[src/rtl/mem_bus_arbiter.sv]
// rtl/mem_bus_arbiter.sv - two-port fetch/data arbiter for the shared memory bus
// Optional fetch starvation limiter enabled by defining ARB_STARVE_LIMIT_EN.
module mem_bus_arbiter #(
    parameter int STARVE_LIMIT = 4
) (
    input  logic        clk,
    input  logic        rst,
    input  logic [31:0] i_addr,
    input  logic        i_rd_req,
    output logic        i_rw_wait,
    output logic [31:0] i_rd_data,
    input  logic [31:0] d_addr,
    input  logic        d_rd_req,
    input  logic        d_wr_req,
    input  logic [31:0] d_wr_data,
    input  logic [2:0]  d_data_size,
    input  logic        d_lock,
    output logic        d_rw_wait,
    output logic [31:0] d_rd_data,
    output logic [31:0] busaddr,
    output logic        rd_req,
    output logic        wr_req,
    output logic [31:0] wr_data,
    output logic [2:0]  data_size,
    input  logic        rw_wait,
    input  logic [31:0] rd_data,
    output logic        grant_i,
    output logic        grant_d
);

    localparam logic [1:0] ST_IDLE  = 2'd0;
    localparam logic [1:0] ST_FETCH = 2'd1;
    localparam logic [1:0] ST_DATA  = 2'd2;

    logic [1:0] owner_q, owner_d;
    logic [1:0] cur;
    logic       d_req;
    logic       bus_req;
    logic       xfer_done;
    logic       starve_hit;

    assign d_req     = d_rd_req | d_wr_req;
    assign bus_req   = (cur == ST_FETCH) | ((cur == ST_DATA) & d_req);
    assign xfer_done = bus_req & ~rw_wait;

`ifdef ARB_STARVE_LIMIT_EN
    localparam logic [3:0] LIMIT = 4'(STARVE_LIMIT);

    logic [3:0] starve_cnt_q, starve_cnt_d;

    // Override never breaks an ongoing transfer or lock: it only feeds arbitration.
    assign starve_hit = i_rd_req & (starve_cnt_q == LIMIT);

    always_comb begin
        starve_cnt_d = starve_cnt_q;
        if (!i_rd_req || (xfer_done && (cur == ST_FETCH))) begin
            starve_cnt_d = 4'd0;
        end else if (xfer_done && (cur == ST_DATA) && (starve_cnt_q != LIMIT)) begin
            starve_cnt_d = starve_cnt_q + 4'd1;
        end
    end

    always_ff @(posedge clk) begin
        if (rst) begin
            starve_cnt_q <= 4'd0;
        end else begin
            starve_cnt_q <= starve_cnt_d;
        end
    end
`else
    logic unused_starve_limit;
    assign unused_starve_limit = ^4'(STARVE_LIMIT);
    assign starve_hit          = 1'b0;
`endif

    // Held ownership first (in-flight transfer or locked data), then arbitration.
    always_comb begin
        cur = ST_IDLE;
        if ((owner_q == ST_FETCH) && i_rd_req) begin
            cur = ST_FETCH;
        end else if ((owner_q == ST_DATA) && (d_req || d_lock)) begin
            cur = ST_DATA;
        end else if (starve_hit) begin
            cur = ST_FETCH;
        end else if (d_req) begin
            cur = ST_DATA;
        end else if (i_rd_req) begin
            cur = ST_FETCH;
        end
    end

    always_comb begin
        owner_d = ST_IDLE;
        if ((cur == ST_DATA) && !d_req) begin
            owner_d = ST_DATA;
        end else if (bus_req && rw_wait) begin
            owner_d = cur;
        end else if (xfer_done && (cur == ST_DATA) && d_lock) begin
            owner_d = ST_DATA;
        end
    end

    always_ff @(posedge clk) begin
        if (rst) begin
            owner_q <= ST_IDLE;
        end else begin
            owner_q <= owner_d;
        end
    end

    always_comb begin
        busaddr   = 'x;
        wr_data   = 'x;
        data_size = 'x;
        rd_req    = 1'b0;
        wr_req    = 1'b0;
        case (cur)
            ST_FETCH: begin
                busaddr   = i_addr;
                rd_req    = 1'b1;
                data_size = 3'b100;
            end
            ST_DATA: begin
                busaddr   = d_addr;
                rd_req    = d_rd_req;
                wr_req    = d_wr_req;
                wr_data   = d_wr_data;
                data_size = d_data_size;
            end
            default: ;
        endcase
        if (rst) begin
            rd_req = 1'b0;
            wr_req = 1'b0;
        end
    end

    assign grant_i   = ~rst & (cur == ST_FETCH);
    assign grant_d   = ~rst & (cur == ST_DATA);
    assign i_rw_wait = rst | (i_rd_req & ((cur == ST_FETCH) ? rw_wait : 1'b1));
    assign d_rw_wait = rst | (d_req & ((cur == ST_DATA) ? rw_wait : 1'b1));
    assign i_rd_data = rd_data;
    assign d_rd_data = rd_data;

endmodule

[config.mk]
export PLATFORM = sky130hd
export DESIGN_NAME = mem_bus_arbiter
export DESIGN_NICKNAME = d
export VERILOG_FILES = /design/src/rtl/mem_bus_arbiter.sv
export SDC_FILE = /design/constraint.sdc
export NUM_CORES = 1
export LEC_CHECK = 0
export CAP_MARGIN = 25
export CORE_AREA = 3 3 106 108
export CTS_CLUSTER_DIAMETER = 150
export DETAILED_ROUTE_END_ITERATION = 10
export DIE_AREA = 0 0 109 111
export GPL_TIMING_DRIVEN = 0
export HOLD_SLACK_MARGIN = 0.15
export SYNTH_ARGS = -nofsm -noshare
export SYNTH_HDL_FRONTEND = slang
export SYNTH_SLANG_ARGS = --single-unit
[constraint.sdc]
create_clock -name clk -period 5.1 [get_ports clk]
set_input_delay 0.765 -clock clk [delete_from_list [all_inputs] [get_ports clk]]
set_output_delay 0.765 -clock clk [all_outputs]
set_load 0.005 [all_outputs]
# [Word-level counts from Yosys, hierarchy flattened]
# Cells that the tools add are included.
[totals] ramBits=0 inputBits=138 latch_bits=0 out_inout_bits=137 mem_bits_ro=0 register_bits=2 elab_cells=43 mem_count=0
[classes] n_mux=16 n_div=0 n_lt_le_gt_ge=0 reduce_logical=9 add_sub_neg=0 shifts=0 bitwise=12 mul=0 eq_ne=4
[ops] cell="$pmux 32 s2" n=1
[ops] cell="$mux 32" n=1
[ops] cell="$mux 2" n=6
[ops] cell="$and 1x1->1" n=6
[ops] cell="$logic_and 1x1->1" n=6
[ops] cell="$mux 1" n=6
[ops] cell="$pmux 3 s2" n=1
[ops] cell="$eq 2x1->1 const B" n=2
[ops] cell="$eq 2x2->1 const B" n=2
[ops] cell="$or 1x1->1" n=4
[ops] cell="$not 1->1" n=2
[ops] cell="$pmux 1 s2" n=1
[ops] cell="$reduce_or 2->1" n=1
[ops] cell="$logic_not 1->1" n=1
[ops] cell="$logic_or 1x1->1" n=1

# [Depth between registers and ports, before layout]
# Gate-level depths: netlist of run 1.
[logic_depth] depth_word=14 ltp_mapped=8 ltp_nobuf=7

# [Least setup slack after synthesis of run 1]
# OpenSTA, ideal clock, no wires.
[synth_path] kind="input port to output port" startpoint="input port d_lock" endpoint="output port busaddr[26]" n_path_buf=2 arrival_time_ps=2014 required_time_ps=4335 stages=6 slack_ps=2321 cell_sequence="a211oi_2 -> o211ai_2 -> ha_1 -> buf_4 -> buf_4 -> mux2_2"
[synth_via] elab_chain_len=6 word_cells_on_any_way=7 classes_between="eq/ne: 2; mux: 3; reduce/logical: 2"
[synth_rtl] element="start: declaration" line="17" text="input logic d_lock,"
[synth_rtl] element="$logic_or 1x1->1 (*)" line="81" text="end else if ((owner_q == ST_DATA) && (d_req || d_lock)) begin"
[synth_rtl] element="$logic_and 1x1->1 (*)" line="81"
[synth_rtl] element="$mux 2 (*)" line="81"
[synth_rtl] element="$mux 2 (*)" line="79" text="if ((owner_q == ST_FETCH) && i_rd_req) begin"
[synth_rtl] element="$eq 2x2->1 or $eq 2x1->1 (tied branches)" line="117" text="case (cur)"
[synth_rtl] element="$pmux 32 s2 (*)" line="117"
[synth_rtl] element="end: declaration" line="20" text="output logic [31:0] busaddr,"
# Mark *: on every way between the ends. The rest lies on a longest branch, timed or not.

# [Worst setup path after layout of run 1]
[layout_path] startpoint="input port d_wr_req" endpoint="output port d_rw_wait"
[layout_via] elab_chain_len=9 word_cells_on_any_way=10 classes_between="eq/ne: 1; mux: 4; bitwise: 3; reduce/logical: 2"
[layout_rtl] element="start: declaration" line="14" text="input logic d_wr_req,"
[layout_rtl] element="$or 1x1->1 (*)" line="42" text="assign d_req = d_rd_req | d_wr_req;"
[layout_rtl] element="$logic_or 1x1->1" line="81"
[layout_rtl] element="$logic_and 1x1->1" line="81"
[layout_rtl] element="$mux 2" line="81"
[layout_rtl] element="$mux 2" line="79"
[layout_rtl] element="$eq 2x2->1" line="141" text="assign d_rw_wait = rst | (d_req & ((cur == ST_DATA) ? rw_wait : 1'b1));"
[layout_rtl] element="$mux 1" line="141"
[layout_rtl] element="$and 1x1->1 (*)" line="141"
[layout_rtl] element="$or 1x1->1 (*)" line="141"
[layout_rtl] element="end: declaration" line="18" text="output logic d_rw_wait,"
# Marked as above.

==> key figures, run 1 <==
Clocking
  – Post-CTS Resized: 0
  – Sink Count: 2
  – Clk_lat worst skew: 210 ps
  – Cts hold-fix bufs: 0
  – Root Driver: clkbuf_8
  – Setup Fix Bufs, Post-CTS: 0
  – Clock buffer depth: 2
  – CTS buffer count: 3
  – Clk pin slew, worst setup/hold paths: 30 ps
  – TritonCTS clock tree: built
  – CTS H-Tree Depth: 1

Drt
  – DRC viols: 0
  – Via count: 1793
  – DR WL/cell: 14.1 um
  – Via density: 3.50
  – Drt total wl: 7220 um
  – DRT Pass-1 Iters: 3
  – Post-route ant nets: 0
  – Initial DRC count: 39

Synthesis
  – Yosys reg bits: 2
  – Syn avg cell area: 8.29 sq um
  – Cells after Synth: 164
  – Synthesized cell area: about 1400 sq um
  – Post-synth ARST share: 0
  – Post-synth EDFFs: 0
  – Yosys warns: 0
  – Share of the yosys chip area belonging to registers: 0.0295
  – Library cells used by synthesis: 22
  – Syn_nets: between 300 and 400
  – Top FF cell, synth: dfxtp_1

Floorplan
  – IO Count: ~280
  – Die area: 12100 sq um
  – Die W: 109 um
  – Initial core utilization: 0.132
  – Core area: a little over 10000 sq um
  – Die Y: 111 um
  – Site Rows: 37

Finish
  – Ant. Diodes: 0
  – Most frequent cells in the layout: clkdlybuf4s50_1, buf_4, mux2_2
  – Final nets: 519
  – Most common cell after layout, fill and taps aside: clkdlybuf4s50_1
  – Layout Area Growth over Synthesis: 170%
  – Largest regs: owner_q x2
  – Layout cells sized above 1: 0.369
  – Max reg flops: 2
  – Design Area, Final: 3670 sq um
  – Most flop-heavy register: owner_q

Power
  – Pwr dens: 110 nW/um^2
  – Leak pwr: 1.55 nW
  – Maximum vdd ir drop: 0.111 mV

Global routing
  – Gr ovfl total: 0
  – First-pass GRT wire length: between 10000 and 15000 um
  – Number of global-route vias before repair: about 1.9k
  – Initial antenna violation count: 0
  – Total GRT Usage: 0.108
  – Largest net degree at the start of global routing: 11

Place
  – Placed cell areas: 3630 sq um
  – Routability cong.: 0.779
  – Buffers on Ports: 210
  – Post-detail-place hpwl: approximately 6700 um

Job
  – Max-cap violations: 0

Worst setup path
  – Crit path DAT: 3200 ps
  – Worst stage delay on the critical path: 530 ps
  – Cell breakdown of the critical path: clkdlybuf4s50_1 -> nor2_1 -> o21a_1 -> nor2_1 -> ha_1 -> buf_4 -> buf_4 -> nor2b_1 -> o21bai_1 -> clkdlybuf4s50_1
  – CP endpoint kind: output pin
  – Crit-path slowest cell: clkdlybuf4s50_1
  – Critical-path maximum fanout: 10
  – Worst Reg-to-Reg Cells: 7
  – Crit path kind: in -> out
  – Worst EP required: 4340 ps
  – R2R setup slack: approximately 3300 ps
  – CP Launch Type: input pin

STA
  – Max Fclk: 252 MHz
  – Endpoints failing setup: 0
  – Clock skew: around 2.3 ps
  – Slew @ Worst Pin: 311 ps
  – Unrepaired setup endpoints after global routing: no
  – Final setup TNS: 0 ps
  – Max-slew violation count: 0
  – Relative slew slack: 0.793
  – Crit share post-route: 0.778
  – Shortest period the worst path allows: 3970 ps
  – Final Hold Fails: 0

Status
  – Status: finished, final reports clean

Min path
  – Hold WC Path Type: reg -> reg
  – Hold path cells: 2
layer usage:
layer | track usage | part of all wire | vias up
met5 | 0 | 0 | -
met3 | 0.0600 | 0.16 | 2
li1 | - | - | 871
met4 | 0.0101 | 0.0021 | 0
met2 | 0.222 | 0.55 | 154
met1 | 0.0879 | 0.28 | 766
per-stage QoR:
stage	worst slack (ps)	utilization	instances	total power, mW	hold slack, ps
2_1_floorplan	2320	-	164	0.137	584
4_1_cts	1110	0.356	513	0.416	647
5_1_grt	966	0.356	513	0.435	675
3_3_place_gp	1140	0.352	510	0.348	622
6_report	1130	0.356	513	0.406	656
3_5_place_dp	1140	0.352	510	0.349	650
critical path: cells and delay by family:
family          cells  cell delay, ps
compound gates      2             340
fa+ha+maj           1             220
buf+inv             4            1390
simple gates        3             480
report_power, final:
| group | total (mW) | switching (mW) | internal, mW |
|---|---|---|---|
| combinational | 0.327 | 0.0848 | 0.242 |
| sequential | 0.0175 | 0.000775 | 0.0167 |
| clock | 0.0616 | 0.0118 | 0.0498 |
| total | 0.406 | 0.0973 | 0.308 |
final timing paths:
path / from / endpoint
worst max-delay path: d_wr_req / d_rw_wait
worst min-delay path: owner_q[0] / owner_q[1]
worst max register to register: owner_q[1] / owner_q[1]
worst min register to register: owner_q[0] / owner_q[1]
area by class of cell:
type	instances	area (sq um)
buffer	100	746
clock buffer	3	41.3
fill	1042	6650
inverter	1	3.75
multi-input combinational	61	569
sequential	2	40.0
tap	136	170
timing repair buffer	210	2100
synth_stat cells, types with 2 or more instances:
library cell | n | area [sq um]
buf_4 | 98 | 736
mux2_2 | 32 | 360
nor2b_1 | 5 | 31.3
and2_1 | 3 | 18.8
nor2_1 | 3 | 11.3
a211oi_2 | 2 | 25.0
buf_2 | 2 | 10.0
dfxtp_1 | 2 | 40.0
ha_1 | 2 | 25.0
nand2b_1 | 2 | 12.5
o21ai_0 | 2 | 10.0
cells by family (layout without fill, tap and decap cells):
| logic type | Yosys count | after routing | synth area share |
|---|---|---|---|
| simple gates | 15 | 15 | 0.0645 |
| compound gates | 12 | 12 | 0.0709 |
| mux | 32 | 32 | 0.265 |
| flops | 2 | 2 | 0.0295 |
| buf+inv | 101 | 314 | 0.552 |
| fa+ha+maj | 2 | 2 | 0.0184 |
Power figures use the tool's default switching activity.
==> run 2: changes to the inputs <==
- CORE_AREA: 3 3 106 108 -> 3 3 105 107
- DIE_AREA: 0 0 109 111 -> 0 0 108 110
- clock period: 5.1 -> 3.6 ns (I/O delays scaled with it)
==> run 2 against run 1 <==
Compared with the run above: final cell count shrank 0.19%; die area fell by 1.8%; clock power is 43% higher; critical endpoint is now busaddr[22]; critical path type unchanged; highest routed layer unchanged; largest cell class unchanged.
==> key figures, run 2 (synthesis gave the netlist of run 1 again) <==
Status
  – Status: finished, final reports clean (unchanged)

Finish
  – Largest regs: owner_q x2 (unchanged)
  – Layout Area Growth over Synthesis: 170% (about the same)
  – Most common cell after layout, fill and taps aside: clkdlybuf4s50_1 (unchanged)
  – Layout cells sized above 1: 0.370 (was 0.369)
  – Most frequent cells in the layout: clkdlybuf4s50_1, buf_4, mux2_2 (unchanged)
  – Area of the multi-input gates: 572 sq um (was 569 sq um)
  – Fill count: 1033 (was 1042)
  – Final nets: 518 (was 519)
  – Most flop-heavy register: owner_q (unchanged)
  – Ant. Diodes: 0 (unchanged)
  – Final Core Density: 0.359 (was 0.356)
  – Max reg flops: 2 (unchanged)
  – Register area: 40.0 sq um (unchanged)

Global routing
  – Total GRT Usage: 0.0853 (was 0.108)
  – Number of global-route vias before repair: 1807 (was 1933)
  – First-pass GRT wire length: 8270 um (was 10200 um)
  – Gr ovfl total: 0 (unchanged)
  – Initial antenna violation count: 0 (unchanged)
  – Largest net degree at the start of global routing: 11 (unchanged)

Drt
  – Drt total wl: 6150 um (was 7220 um)
  – DR WL/cell: 12.0 um (was 14.1 um)
  – DRT Pass-1 Iters: 2 (was 3)
  – DRC viols: 0 (unchanged)
  – Initial DRC count: 33 (was 39)
  – Via count: 1752 (was 1793)
  – Via density: 3.42 (was 3.50)
  – Post-route ant nets: 0 (unchanged)

Place
  – Buffers on Ports: 210 (unchanged)
  – Post-detail-place hpwl: 5700 um (was 6660 um)
  – Routability cong.: 0.714 (was 0.779)

STA
  – Max Fclk: just under 300 MHz
  – Relative slew slack: 0.795 (was 0.793)
  – Clock skew: 1.17 ps (was 2.26 ps)
  – Crit share post-route: 0.951
  – WHS: 654 ps (was 656 ps)
  – Endpoints failing setup: 0 (unchanged)
  – Max-slew violation count: 0 (unchanged)
  – Final Hold Fails: 0 (unchanged)
  – Shortest period the worst path allows: between 3000 and 4000 ps
  – Slew @ Worst Pin: 307 ps (was 311 ps)
  – Unrepaired setup endpoints after global routing: no (unchanged)

Floorplan
  – Initial core utilization: 0.133 (was 0.132)
  – IO Count: 275 (unchanged)
  – Site Rows: 37 (unchanged)
  – Core area: 10200 sq um (was 10300 sq um)
  – Die W: 108 um (was 109 um)
  – Die area: 11900 sq um (was 12100 sq um)
  – Die Y: 110 um (was 111 um)

Clocking
  – Clk pin slew, worst setup/hold paths: 30 ps (about the same)
  – Setup Fix Bufs, Post-CTS: 0 (unchanged)
  – Sink Count: 2 (unchanged)
  – TritonCTS clock tree: built (unchanged)
  – Root Driver: clkbuf_8 (unchanged)
  – CTS buffer count: 3 (unchanged)
  – CTS H-Tree Depth: 1 (unchanged)
  – Cts hold-fix bufs: 0 (unchanged)
  – Clk_lat worst skew: 210 ps (about the same)
  – Clock buffer depth: 2 (unchanged)

Worst setup path
  – Critical-path maximum fanout: 10 (unchanged)
  – CP Launch Type: input pin (unchanged)
  – CP endpoint kind: output pin (unchanged)
  – CP bufs+invs: 3 (was 4)
  – Worst stage delay on the critical path: 560 ps (was 530 ps)
  – Cell breakdown of the critical path: clkdlybuf4s50_1 -> nor2_1 -> o21a_1 -> nor2_1 -> ha_2 -> buf_2 -> mux2_2 -> clkdlybuf4s50_1 (was clkdlybuf4s50_1 -> nor2_1 -> o21a_1 -> nor2_1 -> ha_1 -> buf_4 -> buf_4 -> nor2b_1 -> o21bai_1 -> clkdlybuf4s50_1)
  – Worst EP required: 3060 ps (was 4340 ps)
  – Crit-path slowest cell: clkdlybuf4s50_1 (unchanged)
  – Cell family with most CP delay: buffers and inverters (unchanged)
  – Crit path DAT: 2880 ps (was 3200 ps)
  – Crit path kind: in -> out (unchanged)

Power
  – Clock power frac: 0.156 (was 0.152)
  – Switching share of power: 0.230 (was 0.240)
  – Pwr dens: 154 nW/um^2 (was 110 nW/um^2)
  – Switching power: 0.130 mW (was 0.0973 mW)
  – Internal power: 0.436 mW (was 0.308 mW)
  – Flop pwr share: 0.044 (was 0.043)
  – Leak pwr: 1.55 nW (about the same)
  – Combinational Power Share: 0.801 (was 0.805)
  – Maximum vdd ir drop: 0.0545 mV (was 0.111 mV)

Job
  – Max-cap violations: 0 (unchanged)

Min path
  – Hold WC Path Type: reg -> reg (unchanged)
-- run 2: metal layers --
metal / up-vias / routed length, um / track usage
met4: 0 / 27 / 0.0216
met2: 152 / 3420 / 0.176
met5: - / 0 / 0
met1: 730 / 1790 / 0.0823
met3: 2 / 912 / 0.0233
li1: 868 / - / -
-- run 2: worst paths after layout --
check / startpoint / endpoint / slack [ps] / cells after the start
worst max-delay path: d_rd_req / busaddr[22] / 180 / 8
worst min-delay path: owner_q[0] / owner_q[1] / 650 / 2
worst max register to register: owner_q[1] / owner_q[1] / 1880 / 7
worst min register to register: owner_q[0] / owner_q[1] / 650 / 2
-- run 2: final cells by class --
| type | count | share of cell area |
|---|---|---|
| plain buffers | 99 | 0.202 |
| multi-input cells | 61 | 0.156 |
| clock buffers | 3 | 0.0112 |
| well taps | 136 | 0.0464 |
| flip-flops and latches | 2 | 0.0109 |
| inverters | 1 | 0.00102 |
| repair buffers | 210 | 0.573 |
-- run 2: timing repair --
item,CTS,global route
endpoints found under the setup margin,2,8
hold endpoints to repair,0,0
gates resized for setup,1,1
-- run 2: power by group through the flow --
| stage | clock (mW) | sequential [mW] | combinational (mW) |
|---|---|---|---|
| CTS | 0.0919 | 0.0247 | 0.465 |
| global route | 0.0914 | 0.0251 | 0.489 |
| finish | 0.0881 | 0.0248 | 0.454 |
| detailed placement | 0 | 0.0250 | 0.461 |
| global placement | 0 | 0.0250 | 0.459 |
| floorplan | 0 | 0.0248 | 0.169 |
-- run 2: metrics by stage --
stage / instance area, sq um / setup slack, ps / total power [mW] / cells / setup TNS, ps
2_1_floorplan: 1360 / 1270 / 0.194 / 164 / 0
3_3_place_gp: 3630 / -38.3 / 0.484 / 510 / -90.8
3_5_place_dp: 3630 / -6.44 / 0.486 / 510 / -9.50
4_1_cts: 3680 / 25.4 / 0.581 / 513 / 0
5_1_grt: 3670 / 17.8 / 0.605 / 512 / 0
6_report: 3670 / 178 / 0.567 / 512 / 0
-- run 2: worst min-delay path: stages (launching register included) --
cell	delay (ps)
dfxtp_1	340
o21a_1	170
o31ai_1	80
